===== config.mk =====
export PLATFORM = sky130hd
export DESIGN_NAME = trace_dumper
export DESIGN_NICKNAME = d
export VERILOG_FILES = /design/src/rtl/trace_dumper_pkg.sv /design/src/rtl/trace_dumper.sv
export SDC_FILE = /design/constraint.sdc
export NUM_CORES = 1
export LEC_CHECK = 0
export BUFFER_PORTS_ARGS = -buffer_cell sky130_fd_sc_hd__buf_2
export CORE_ASPECT_RATIO = 1.1
export CORE_MARGIN = 8
export CORE_UTILIZATION = 35
export CTS_CLUSTER_DIAMETER = 120
export DETAILED_ROUTE_END_ITERATION = 16
export PLACE_DENSITY = 0.55
export SETUP_SLACK_MARGIN = 0.02
export SYNTH_ARGS = -nofsm -noshare
export SYNTH_HDL_FRONTEND = slang
export SYNTH_SLANG_ARGS = --single-unit

===== constraint.sdc =====
create_clock -name clk -period 3 [get_ports clk]
set_clock_uncertainty 0.1 [all_clocks]
set_input_delay 0.3 -clock clk [delete_from_list [all_inputs] [get_ports clk]]
set_output_delay 0.3 -clock clk [all_outputs]
set_load 0.02 [all_outputs]

===== src/rtl/trace_dumper_pkg.sv =====
// Shared definitions for the trace dumper: FSM state codes, beat tag
// constants and the registered beat payload record.
package trace_dumper_pkg;

  localparam int unsigned DATA_W = 32;
  localparam int unsigned TAG_W  = 6;
  localparam int unsigned ADDR_W = 5;
  localparam int unsigned ST_W   = 2;

  typedef logic [ST_W-1:0] state_t;

  localparam state_t S_IDLE      = 2'd0;
  localparam state_t S_SEND_PC   = 2'd1;
  localparam state_t S_SEND_INST = 2'd2;
  localparam state_t S_SEND_REG  = 2'd3;

  localparam logic [TAG_W-1:0] TAG_PC       = 6'd0;
  localparam logic [TAG_W-1:0] TAG_INST     = 6'd1;
  localparam logic [TAG_W-1:0] TAG_REG_BASE = 6'd2;

  // One outgoing beat as held on the tx port.
  typedef struct packed {
    logic [DATA_W-1:0] data;
    logic [TAG_W-1:0]  tag;
    logic              last;
  } beat_t;

endpackage


===== src/rtl/trace_dumper.sv =====
// trace_dumper: on a snap request, freezes the CPU and streams a frame of
// pc, instruction and NREGS register-file words over a valid/ready port.
//   clk, rst        clock, async active-low reset
//   snap            capture request (honoured only when idle)
//   pc_in, inst_in  values captured at the snap edge
//   rf_raddr        register-file read address for the next register beat
//   rf_rdata        register-file read data for rf_raddr
//   halt_req        CPU freeze while a frame is in flight
//   tx_valid/ready  beat handshake; tx_data/tx_tag/tx_last beat payload
//   dropped         saturating count of snaps ignored while busy
module trace_dumper
  import trace_dumper_pkg::*;
#(
  parameter int unsigned NREGS = 32,
  parameter int unsigned CNTW  = 8
) (
  input  logic              clk,
  input  logic              rst,
  input  logic              snap,
  input  logic [DATA_W-1:0] pc_in,
  input  logic [DATA_W-1:0] inst_in,
  output logic [ADDR_W-1:0] rf_raddr,
  input  logic [DATA_W-1:0] rf_rdata,
  output logic              halt_req,
  output logic              tx_valid,
  input  logic              tx_ready,
  output logic [DATA_W-1:0] tx_data,
  output logic [TAG_W-1:0]  tx_tag,
  output logic              tx_last,
  output logic [CNTW-1:0]   dropped
);

  localparam logic [ADDR_W-1:0] LAST_IDX = ADDR_W'(NREGS - 1);

  state_t              state_q, state_d;
  logic [ADDR_W-1:0]   idx_q, idx_d, idx_nx;
  logic [DATA_W-1:0]   inst_q, inst_d;
  beat_t               beat_q, beat_d;
  logic                valid_d, halt_d;
  logic [ADDR_W-1:0]   raddr_d;
  logic [CNTW-1:0]     dropped_d;
  logic                xfer;

  assign tx_data = beat_q.data;
  assign tx_tag  = beat_q.tag;
  assign tx_last = beat_q.last;

  // State and registered outputs.
  always_ff @(posedge clk or negedge rst) begin
    if (!rst) begin
      state_q  <= S_IDLE;
      idx_q    <= '0;
      inst_q   <= '0;
      beat_q   <= '0;
      tx_valid <= 1'b0;
      halt_req <= 1'b0;
      rf_raddr <= '0;
      dropped  <= '0;
    end else begin
      state_q  <= state_d;
      idx_q    <= idx_d;
      inst_q   <= inst_d;
      beat_q   <= beat_d;
      tx_valid <= valid_d;
      halt_req <= halt_d;
      rf_raddr <= raddr_d;
      dropped  <= dropped_d;
    end
  end

  // Next state and next registered outputs; payload only moves on a transfer.
  always_comb begin
    state_d   = state_q;
    idx_d     = idx_q;
    inst_d    = inst_q;
    beat_d    = beat_q;
    valid_d   = tx_valid;
    halt_d    = halt_req;
    raddr_d   = rf_raddr;
    dropped_d = dropped;
    xfer      = tx_valid & tx_ready;
    idx_nx    = idx_q + ADDR_W'(1);

    // Any snap outside IDLE is lost, including one on the final transfer edge.
    if (snap && (state_q != S_IDLE) && (dropped != '1)) begin
      dropped_d = dropped + CNTW'(1);
    end

    case (state_q)
      S_IDLE: begin
        if (snap) begin
          state_d = S_SEND_PC;
          inst_d  = inst_in;
          beat_d  = '{data: pc_in, tag: TAG_PC, last: 1'b0};
          valid_d = 1'b1;
          halt_d  = 1'b1;
          raddr_d = '0;
        end
      end
      S_SEND_PC: begin
        if (xfer) begin
          state_d = S_SEND_INST;
          beat_d  = '{data: inst_q, tag: TAG_INST, last: 1'b0};
          raddr_d = '0;
        end
      end
      S_SEND_INST: begin
        if (xfer) begin
          state_d = S_SEND_REG;
          idx_d   = '0;
          beat_d  = '{data: rf_rdata, tag: TAG_REG_BASE, last: (LAST_IDX == '0)};
          raddr_d = (LAST_IDX == '0) ? '0 : ADDR_W'(1);
        end
      end
      S_SEND_REG: begin
        if (xfer) begin
          if (idx_q == LAST_IDX) begin
            state_d     = S_IDLE;
            valid_d     = 1'b0;
            halt_d      = 1'b0;
            beat_d.last = 1'b0;
            raddr_d     = '0;
          end else begin
            idx_d   = idx_nx;
            beat_d  = '{data: rf_rdata,
                        tag:  TAG_REG_BASE + TAG_W'(idx_nx),
                        last: (idx_nx == LAST_IDX)};
            // Prefetch address for the beat after this one, none after the last.
            raddr_d = (idx_nx == LAST_IDX) ? '0 : idx_nx + ADDR_W'(1);
          end
        end
      end
      default: begin
        state_d = S_IDLE;
        valid_d = 1'b0;
        halt_d  = 1'b0;
      end
    endcase
  end

endmodule

==> results of run 1 <==
==> critical path, cell delays in order, from the launching register on <==
cell	delay, ns
dfrtp_1	0.51
ha_1	0.29
and3_1	0.18
ha_1	0.17
nand3b_4	0.14
o21a_1	0.20
buf_4	0.33
o22ai_1	0.14
a221o_1	0.31
==> synthesized netlist by cell type (all sizes together) (3+ instances only) <==
library cell / instances / share of area [%]
a211oi: 31 / 4.4
a21oi: 3 / 0.29
a22o: 10 / 1.7
a22oi: 32 / 4.6
buf: 12 / 1.6
clkbuf: 36 / 2.6
dfrtp: 92 / 44
ha: 10 / 2.4
inv: 8 / 0.57
mux2: 37 / 8.1
nand2: 78 / 5.6
nand3: 9 / 0.86
nor2: 6 / 0.43
nor2b: 36 / 4.3
nor3: 4 / 0.38
nor3b: 3 / 0.43
o211ai: 32 / 7.5
o21ai: 41 / 3.9
or2: 3 / 0.36
xnor2: 5 / 0.84
xor2: 6 / 1.0
==> layout by cell type, fill, tap and decap left out, types with 5 or more instances in the layout <==
cell / instances
nand3_1: 9
nor2b_1: 36
inv_1: 8
a22o_1: 10
xor2_1: 6
buf_4: 13
a211oi_1: 31
buf_2: 152
clkbuf_16: 9
o211ai_2: 30
nor2_1: 6
o21ai_0: 41
xnor2_1: 5
mux2_2: 35
a22oi_1: 32
ha_1: 9
nand2_1: 77
dfrtp_1: 92
==> sequential cells by signal, summed over array words and instances, names as in the netlist <==
signal    count
dropped       8
idx_q         5
inst_q       32
rf_raddr      5
state_q       2
tx_data      32
tx_last       1
tx_tag        6
tx_valid      1
==> routing by layer <==
layer | track usage, % | wire, um
met3 | 4.34 | 959
met5 | 0 | 0
met1 | 20.9 | 6810
met4 | 7.66 | 463
met2 | 26.4 | 7410
==> power groups by stage <==
stage / clock network, mW / registers, mW / logic, mW
floorplan: 0 / 1.41 / 0.0989
global placement: 0 / 1.36 / 0.321
detailed placement: 0 / 1.37 / 0.321
CTS: 1.19 / 1.34 / 0.324
global route: 1.24 / 1.35 / 0.356
finish: 1.14 / 1.34 / 0.317
==> worst min-delay path by stage <==
stage                      from                       to  slack [ns]  cells after the start
floorplan                   rst   dropped[0]$_DFFE_PN0P_        -0.1                      0
global placement            rst  rf_raddr[0]$_DFFE_PN0P_        0.26                      1
detailed placement          rst  rf_raddr[0]$_DFFE_PN0P_        0.26                      1
CTS                 inst_in[17]   inst_q[17]$_DFFE_PN0P_        0.06                      2
global route        inst_in[16]   inst_q[16]$_DFFE_PN0P_        0.07                      2
finish              inst_in[16]   inst_q[16]$_DFFE_PN0P_        0.08                      2
==> per-stage QoR <==
step                      util [%]  worst slack (ns)
final                         43.6             0.507
after global routing          43.6             0.339
after CTS                     43.6             0.209
after detailed placement      41.5             0.228
after global placement        41.5             0.336
after floorplan                  -             0.553
==> final cells by class <==
| cell class | instances | area [um2] | area share [%] |
|---|---|---|---|
| Clock buffer | 10 | 229 | 3.54 |
| Clock inverter | 6 | 65.1 | 1.01 |
| Multi-Input combinational cell | 371 | 2700 | 41.8 |
| Timing Repair Buffer | 167 | 888 | 13.8 |
| Sequential cell | 92 | 2300 | 35.6 |
| Tap cell | 196 | 245 | 3.80 |
| Inverter | 8 | 30.0 | 0.465 |
==> kinds of logic after synthesis <==
logic type               count (synthesis)
flip-flops                              92
multiplexers                            39
adder cells (fa/ha/maj)                 10
AND/OR/NAND/NOR                        148
AO/OA/AOI/OAI                          163
buffers and inverters                   56
XOR/XNOR                                11
==> timing repair <==
| item | 4_1_cts | 5_1_grt |
|---|---|---|
| hold buffers | 1 | 0 |
| endpoints found under the hold margin | 45 | 0 |
| endpoints found under the setup margin | 0 | 1 |
| resized for setup | 0 | 1 |
| buffers inserted | 0 | 0 |
==> results.sh, run 1 <==
export IMPL_setup_viol=0
export IMPL_cts_buffer_depth=2
export IMPL_grt_pass1_wl_um=25500
export IMPL_async_flop_share_pct=100
export IMPL_gp_congestion=0.834
export IMPL_yosys_warnings=0
export IMPL_area_delta_synth_final_pct=23.5
export IMPL_n_antenna_cell=0
export IMPL_tightest_slew_ns=0.643
export IMPL_layout_min_cycle_time_ns=2.49
export IMPL_drv_slew=0
export IMPL_worstRegToRegCells=8
export IMPL_synth_compound_area_share_pct=24.6
export IMPL_r2r_end="tx_data[22]$_DFFE_PN0P_"
export IMPL_drive_gt1_share_pct=38.8
export IMPL_crit_type="flip-flop to flip-flop"
export IMPL_io_buffers=153
export IMPL_synth_fa_ha_area_share_pct=2.39
export IMPL_final_setup_tns_ns=0
export IMPL_drt_iter0_markers=206
export IMPL_hold_path_class="input port to flip-flop"
export IMPL_htreeDepth=3
export IMPL_drc=0
export IMPL_p_per_area_nw_per_um2=433
export IMPL_placed_area_um2=6150
export IMPL_critical_path_startpoint="idx_q[0]$_DFFE_PN0P_"
export IMPL_layoutNonFillerInstCount=850
export IMPL_synthMuxAreaShare_pct=8.49
export IMPL_drt_total_wl_um=15600
export IMPL_grt_antenna_before_repair=0
export IMPL_whs_ns=0.0775
export IMPL_n_fill_cell=1536
export IMPL_maxCapViolCount=0
export IMPL_final_nets=759
export IMPL_synth_edff_count=0
export IMPL_rows=47
export IMPL_intPower_mw=2.07
export IMPL_place_inst=833
export IMPL_firstDrtPassIters=5
export IMPL_antenna_left=0
export IMPL_p_switching_uw=732
export IMPL_synth_simple_gate_area_share_pct=13.9
export IMPL_synth_cell_area_um2=5230
export IMPL_hold_violations=0
export IMPL_cts_clk_slew_worst_paths_ns=0.07
export IMPL_cts_sinks=92
export IMPL_synth_xor_area_share_pct=1.84
export IMPL_via_count=4470
export IMPL_wl_per_cell_um=18.4
export IMPL_r2r_setup_slack_ns=0.51
export IMPL_p_total_mw=2.80
export IMPL_switching_share_pct=26.2
export IMPL_grt_overflow=0
export IMPL_ys_seq_elements=92
export IMPL_comb_power_share_pct=11.3
export IMPL_grt_setup_unrepaired="false"
export IMPL_grt_pass1_vias=4774
export IMPL_critical_path_required_ns=3.13
export IMPL_cts_buffers_inserted=9
export IMPL_vdd_drop_max_uv=214
export IMPL_via_per_inst=5.26
export IMPL_cts_tree="built"
export IMPL_p_leak_nw=3.13
export IMPL_outcome="complete, no violations"
export IMPL_synth_main_ff_cell="dfrtp_1"
export IMPL_path_max_fanout=24
export IMPL_dieArea_um2=19100
export IMPL_die_w_um=133
export IMPL_postLayoutCellArea_um2=6460
export IMPL_synth_top_family_by_area="compound AO/OA/AOI/OAI gates"
export IMPL_synth_area_per_cell_um2=10.1
export IMPL_pwr_share_clk_pct=40.8
export IMPL_worstPathArrival_ns=2.62
export IMPL_num_io_pins=154
export IMPL_syn_num_nets=629
export IMPL_p_seq_share_pct=47.9
export IMPL_start_kind="flip-flop"
export IMPL_die_y_um=144
export IMPL_fin_crit_sh_pct=83.1
export IMPL_initial_utilization_pct=35.3
export IMPL_dp_hpwl_um=10900
export IMPL_fmax_ghz=0.401
export IMPL_cts_root_buf="clkbuf_16"
export IMPL_worstSkewPairLatency_ns=0.35
export IMPL_synth_cell_types=47
export IMPL_endpoint="tx_data[22]$_DFFE_PN0P_"
export IMPL_relSlewSlack_pct=57.2
export IMPL_grtUsageTotal_pct=16.7
export IMPL_grt_start_max_net_pins=65
export IMPL_synth_cells=519
export IMPL_end_kind="flip-flop"
export IMPL_timing_rr_start="idx_q[0]$_DFFE_PN0P_"
export IMPL_yosysSeqAreaShare_pct=44.0
export IMPL_core_area_um2=14800
Power figures use the tool's default switching activity.
==> inputs of run 2 (changes only) <==
--- a/config.mk
+++ b/config.mk
@@ -5,13 +5,14 @@
 export SDC_FILE = /design/constraint.sdc
 export NUM_CORES = 1
 export LEC_CHECK = 0
+export ABC_AREA = 1
 export BUFFER_PORTS_ARGS = -buffer_cell sky130_fd_sc_hd__buf_2
 export CORE_ASPECT_RATIO = 1.1
 export CORE_MARGIN = 8
 export CORE_UTILIZATION = 35
 export CTS_CLUSTER_DIAMETER = 120
 export DETAILED_ROUTE_END_ITERATION = 16
-export PLACE_DENSITY = 0.55
+export PLACE_DENSITY = 0.58
 export SETUP_SLACK_MARGIN = 0.02
 export SYNTH_ARGS = -nofsm -noshare
 export SYNTH_HDL_FRONTEND = slang
==> constraint.sdc (replaced) <==
create_clock -name clk -period 2.2 [get_ports clk]
set_clock_uncertainty 0.1 [all_clocks]
set_input_delay 0.22 -clock clk [delete_from_list [all_inputs] [get_ports clk]]
set_output_delay 0.22 -clock clk [all_outputs]
set_load 0.02 [all_outputs]
==> run 2 against run 1 <==
  * Utilization increased by 1.8 points
  * Routed wire length decreased by 16%
  * Critical path depth increased by 1
  * First-iteration DRC count decreased by 0.49%
  * Count of clock-buffer cells in the layout increased by 1
  * Sequential share of layout area increased by 3.1 points
  * Via count decreased by 4.7%
  * Synthesized cell count increased by 11%
  * Final cell count increased by 5.1%
  * Die area decreased by 9.8%
  * Critical path type unchanged
  * Critical endpoint is now tx_data[16]$_DFFE_PN0P_
  * Largest cell class is now sequential cells
==> results.sh, run 2 <==
export IMPL_outcome="complete, no violations"
export IMPL_final_setup_tns_ns=0
export IMPL_whs_path_depth=2
export IMPL_wl_per_cell_um=14.8
export IMPL_num_io_pins=154
export IMPL_worstSkewPairLatency_ns=0.34
export IMPL_final_nets=837
export IMPL_yosysSeqAreaShare_pct=49.4
export IMPL_async_flop_share_pct=100
export IMPL_crit_type="flip-flop to flip-flop"
export IMPL_grt_setup_unrepaired="false"
export IMPL_critical_path_required_ns=2.33
export IMPL_yosys_top_cells_count="nand2_1, dfrtp_1, inv_1, nor2_1, o21ai_0"
export IMPL_cts_clk_slew_worst_paths_ns=0.06
export IMPL_hold_violations=0
export IMPL_fin_crit_sh_pct=88.7
export IMPL_dp_slack_ns=0.180
export IMPL_gp_congestion=0.887
export IMPL_hold_path_end="inst_q[1]$_DFFE_PN0P_"
export IMPL_grt_antenna_before_repair=1
export IMPL_rows=44
export IMPL_synth_top_cell_area_share_pct=49.4
export IMPL_area_delta_synth_final_pct=27.9
export IMPL_grt_pass1_vias=4451
export IMPL_synth_cells=574
export IMPL_dp_hpwl_um=9740
export IMPL_start_kind="flip-flop"
export IMPL_synth_area_per_cell_um2=8.11
export IMPL_relSlewSlack_pct=59.4
export IMPL_cts_buffer_depth=2
export IMPL_end_kind="flip-flop"
export IMPL_cts_root_buf="clkbuf_16"
export IMPL_htreeDepth=3
export IMPL_tightest_slew_ns=0.609
export IMPL_via_per_inst=4.77
export IMPL_die_y_um=137
export IMPL_io_buffers=153
export IMPL_n_antenna_cell=0
export IMPL_antenna_left=0
export IMPL_critical_path_startpoint="idx_q[0]$_DFFE_PN0P_"
export IMPL_r2r_setup_slack_ns=0.25
export IMPL_synth_most_common_cell="nand2_1"
export IMPL_vdd_drop_max_uv=631
export IMPL_synth_main_ff_cell="dfrtp_1"
export IMPL_synth_edff_count=0
export IMPL_grt_overflow=0
export IMPL_synth_area_top_cells="dfrtp_1, nand2_1, inv_1"
export IMPL_die_w_um=126
export IMPL_drt_total_wl_um=13200
export IMPL_ys_seq_elements=92
export IMPL_maxCapViolCount=0
export IMPL_drc=0
export IMPL_path_max_fanout=31
export IMPL_drv_slew=0
export IMPL_cts_tree="built"
export IMPL_via_count=4260
export IMPL_grt_pass1_wl_um=21500
export IMPL_synth_cell_area_um2=4660
export IMPL_syn_num_nets=684
export IMPL_initial_utilization_pct=35.5
export IMPL_worstPathArrival_ns=2.08
export IMPL_mostFrequentLayoutCells="buf_2, nand2_1, dfrtp_1"
export IMPL_final_common_cell="buf_2"
export IMPL_synth_area_leader_cell="dfrtp_1"
export IMPL_fmax_ghz=0.513
export IMPL_worstRegToRegCells=9
export IMPL_grt_start_max_net_pins=46
export IMPL_drt_iter0_markers=205
export IMPL_cts_buffers_inserted=9
export IMPL_yosys_warnings=0
export IMPL_core_area_um2=13100
export IMPL_p_per_area_nw_per_um2=1550
export IMPL_dieArea_um2=17300
export IMPL_hold_path_class="input port to flip-flop"
export IMPL_min_from="inst_in[1]"
export IMPL_firstDrtPassIters=6
export IMPL_timing_final_ws_setup_ns=0.249
export IMPL_r2r_end="tx_data[16]$_DFFE_PN0P_"
export IMPL_synth_cell_types=31
export IMPL_setup_viol=0
export IMPL_grtUsageTotal_pct=15.5
export IMPL_p_leak_nw=3.24
export IMPL_layout_min_cycle_time_ns=1.95
export IMPL_drive_gt1_share_pct=28.1
export IMPL_timing_rr_start="idx_q[0]$_DFFE_PN0P_"
export IMPL_cts_sinks=92
run 2: cell count changes after synthesis, moves of 10 or more:
cell      previous run  this run
a22o_1              10         0
a21oi_1              3        31
nor2b_1             36         0
o21ai_1              0        24
clkbuf_1            36         6
nand2_1             78       114
nor2_1               6        70
mux2_2              35         5
inv_1                8        83
a22oi_1             32         0
o22ai_1              1        33
o21ai_2              0        10
a211oi_1            31         0
o211ai_2            30         0
run 2: per-layer routing:
layer  part of all wire, %  vias to the layer above  global-route usage, %
met5                 0.061                        -                      0
met4                   1.6                        2                   6.89
met3                   7.1                       17                   4.68
met2                    46                      137                   25.3
met1                    45                     1957                   18.6
li1                      -                     2147                      -
run 2: layout make-up:
cell class                      count  area [um2]
Fill cell                        1324        7150
Timing Repair Buffer              169         948
Clock buffer                       11         243
Sequential cell                    92        2300
Multi-Input combinational cell    369        1860
Inverter                           86         323
Tap cell                          161         201
Clock inverter                      5        75.1
run 2: worst max path at each step:
| stage | to | slack, ns | cells past startpoint |
|---|---|---|---|
| 2_1_floorplan | rf_raddr[2]$_DFFE_PN0P_ | 0.40 | 10 |
| 3_3_place_gp | tx_data[13]$_DFFE_PN0P_ | 0.25 | 8 |
| 3_5_place_dp | tx_data[25]$_DFFE_PN0P_ | 0.18 | 9 |
| 4_1_cts | tx_data[25]$_DFFE_PN0P_ | 0.17 | 9 |
| 5_1_grt | tx_data[24]$_DFFE_PN0P_ | 0.08 | 9 |
| 6_report | tx_data[16]$_DFFE_PN0P_ | 0.25 | 9 |
run 2: timing repair:
action / 4_1_cts / 5_1_grt
hold endpoints to repair: 46 / 0
hold buffers: 4 / 0
gates resized for setup: 0 / 1
buffers inserted: 0 / 2
setup endpoints to repair: 0 / 19
run 2: through the flow:
step           area, um2  cells  power, mW  hold WS, ns  utilization [%]
4_1_cts             5930    890       9.29      0.00276             45.3
3_3_place_gp        5570    870       7.44        0.162             42.5
5_1_grt             5950    893       10.0       0.0200             45.4
3_5_place_dp        5570    870       7.57        0.171             42.5
2_1_floorplan       4660    574       6.26       -0.176                -
6_report            5950    893       9.25       0.0207             45.4
run 2: logic make-up (layout without fill, tap and decap cells):
kind of cell,Yosys count,in the layout,synth area share (%)
fa+ha+maj,10,10,2.69
compound gates,144,144,17.3
simple gates,203,204,17.5
flops,92,92,49.4
buf+inv,114,271,10.7
mux,5,5,1.21
xor+xnor,6,6,1.13
run 2: worst max-delay path, cell delays in order (launching register included):
cell	delay [ns]
dfrtp_2	0.45
ha_1	0.22
nand2_1	0.08
nor2_1	0.05
ha_1	0.22
nand2_1	0.25
nand2_4	0.14
buf_12	0.20
nand2_1	0.08
o21ai_2	0.05
run 2: report_power, final:
part / internal, mW / switching, mW
combinational: 1.70 / 3.03
sequential: 2.45 / 0.410
clock: 1.02 / 0.646
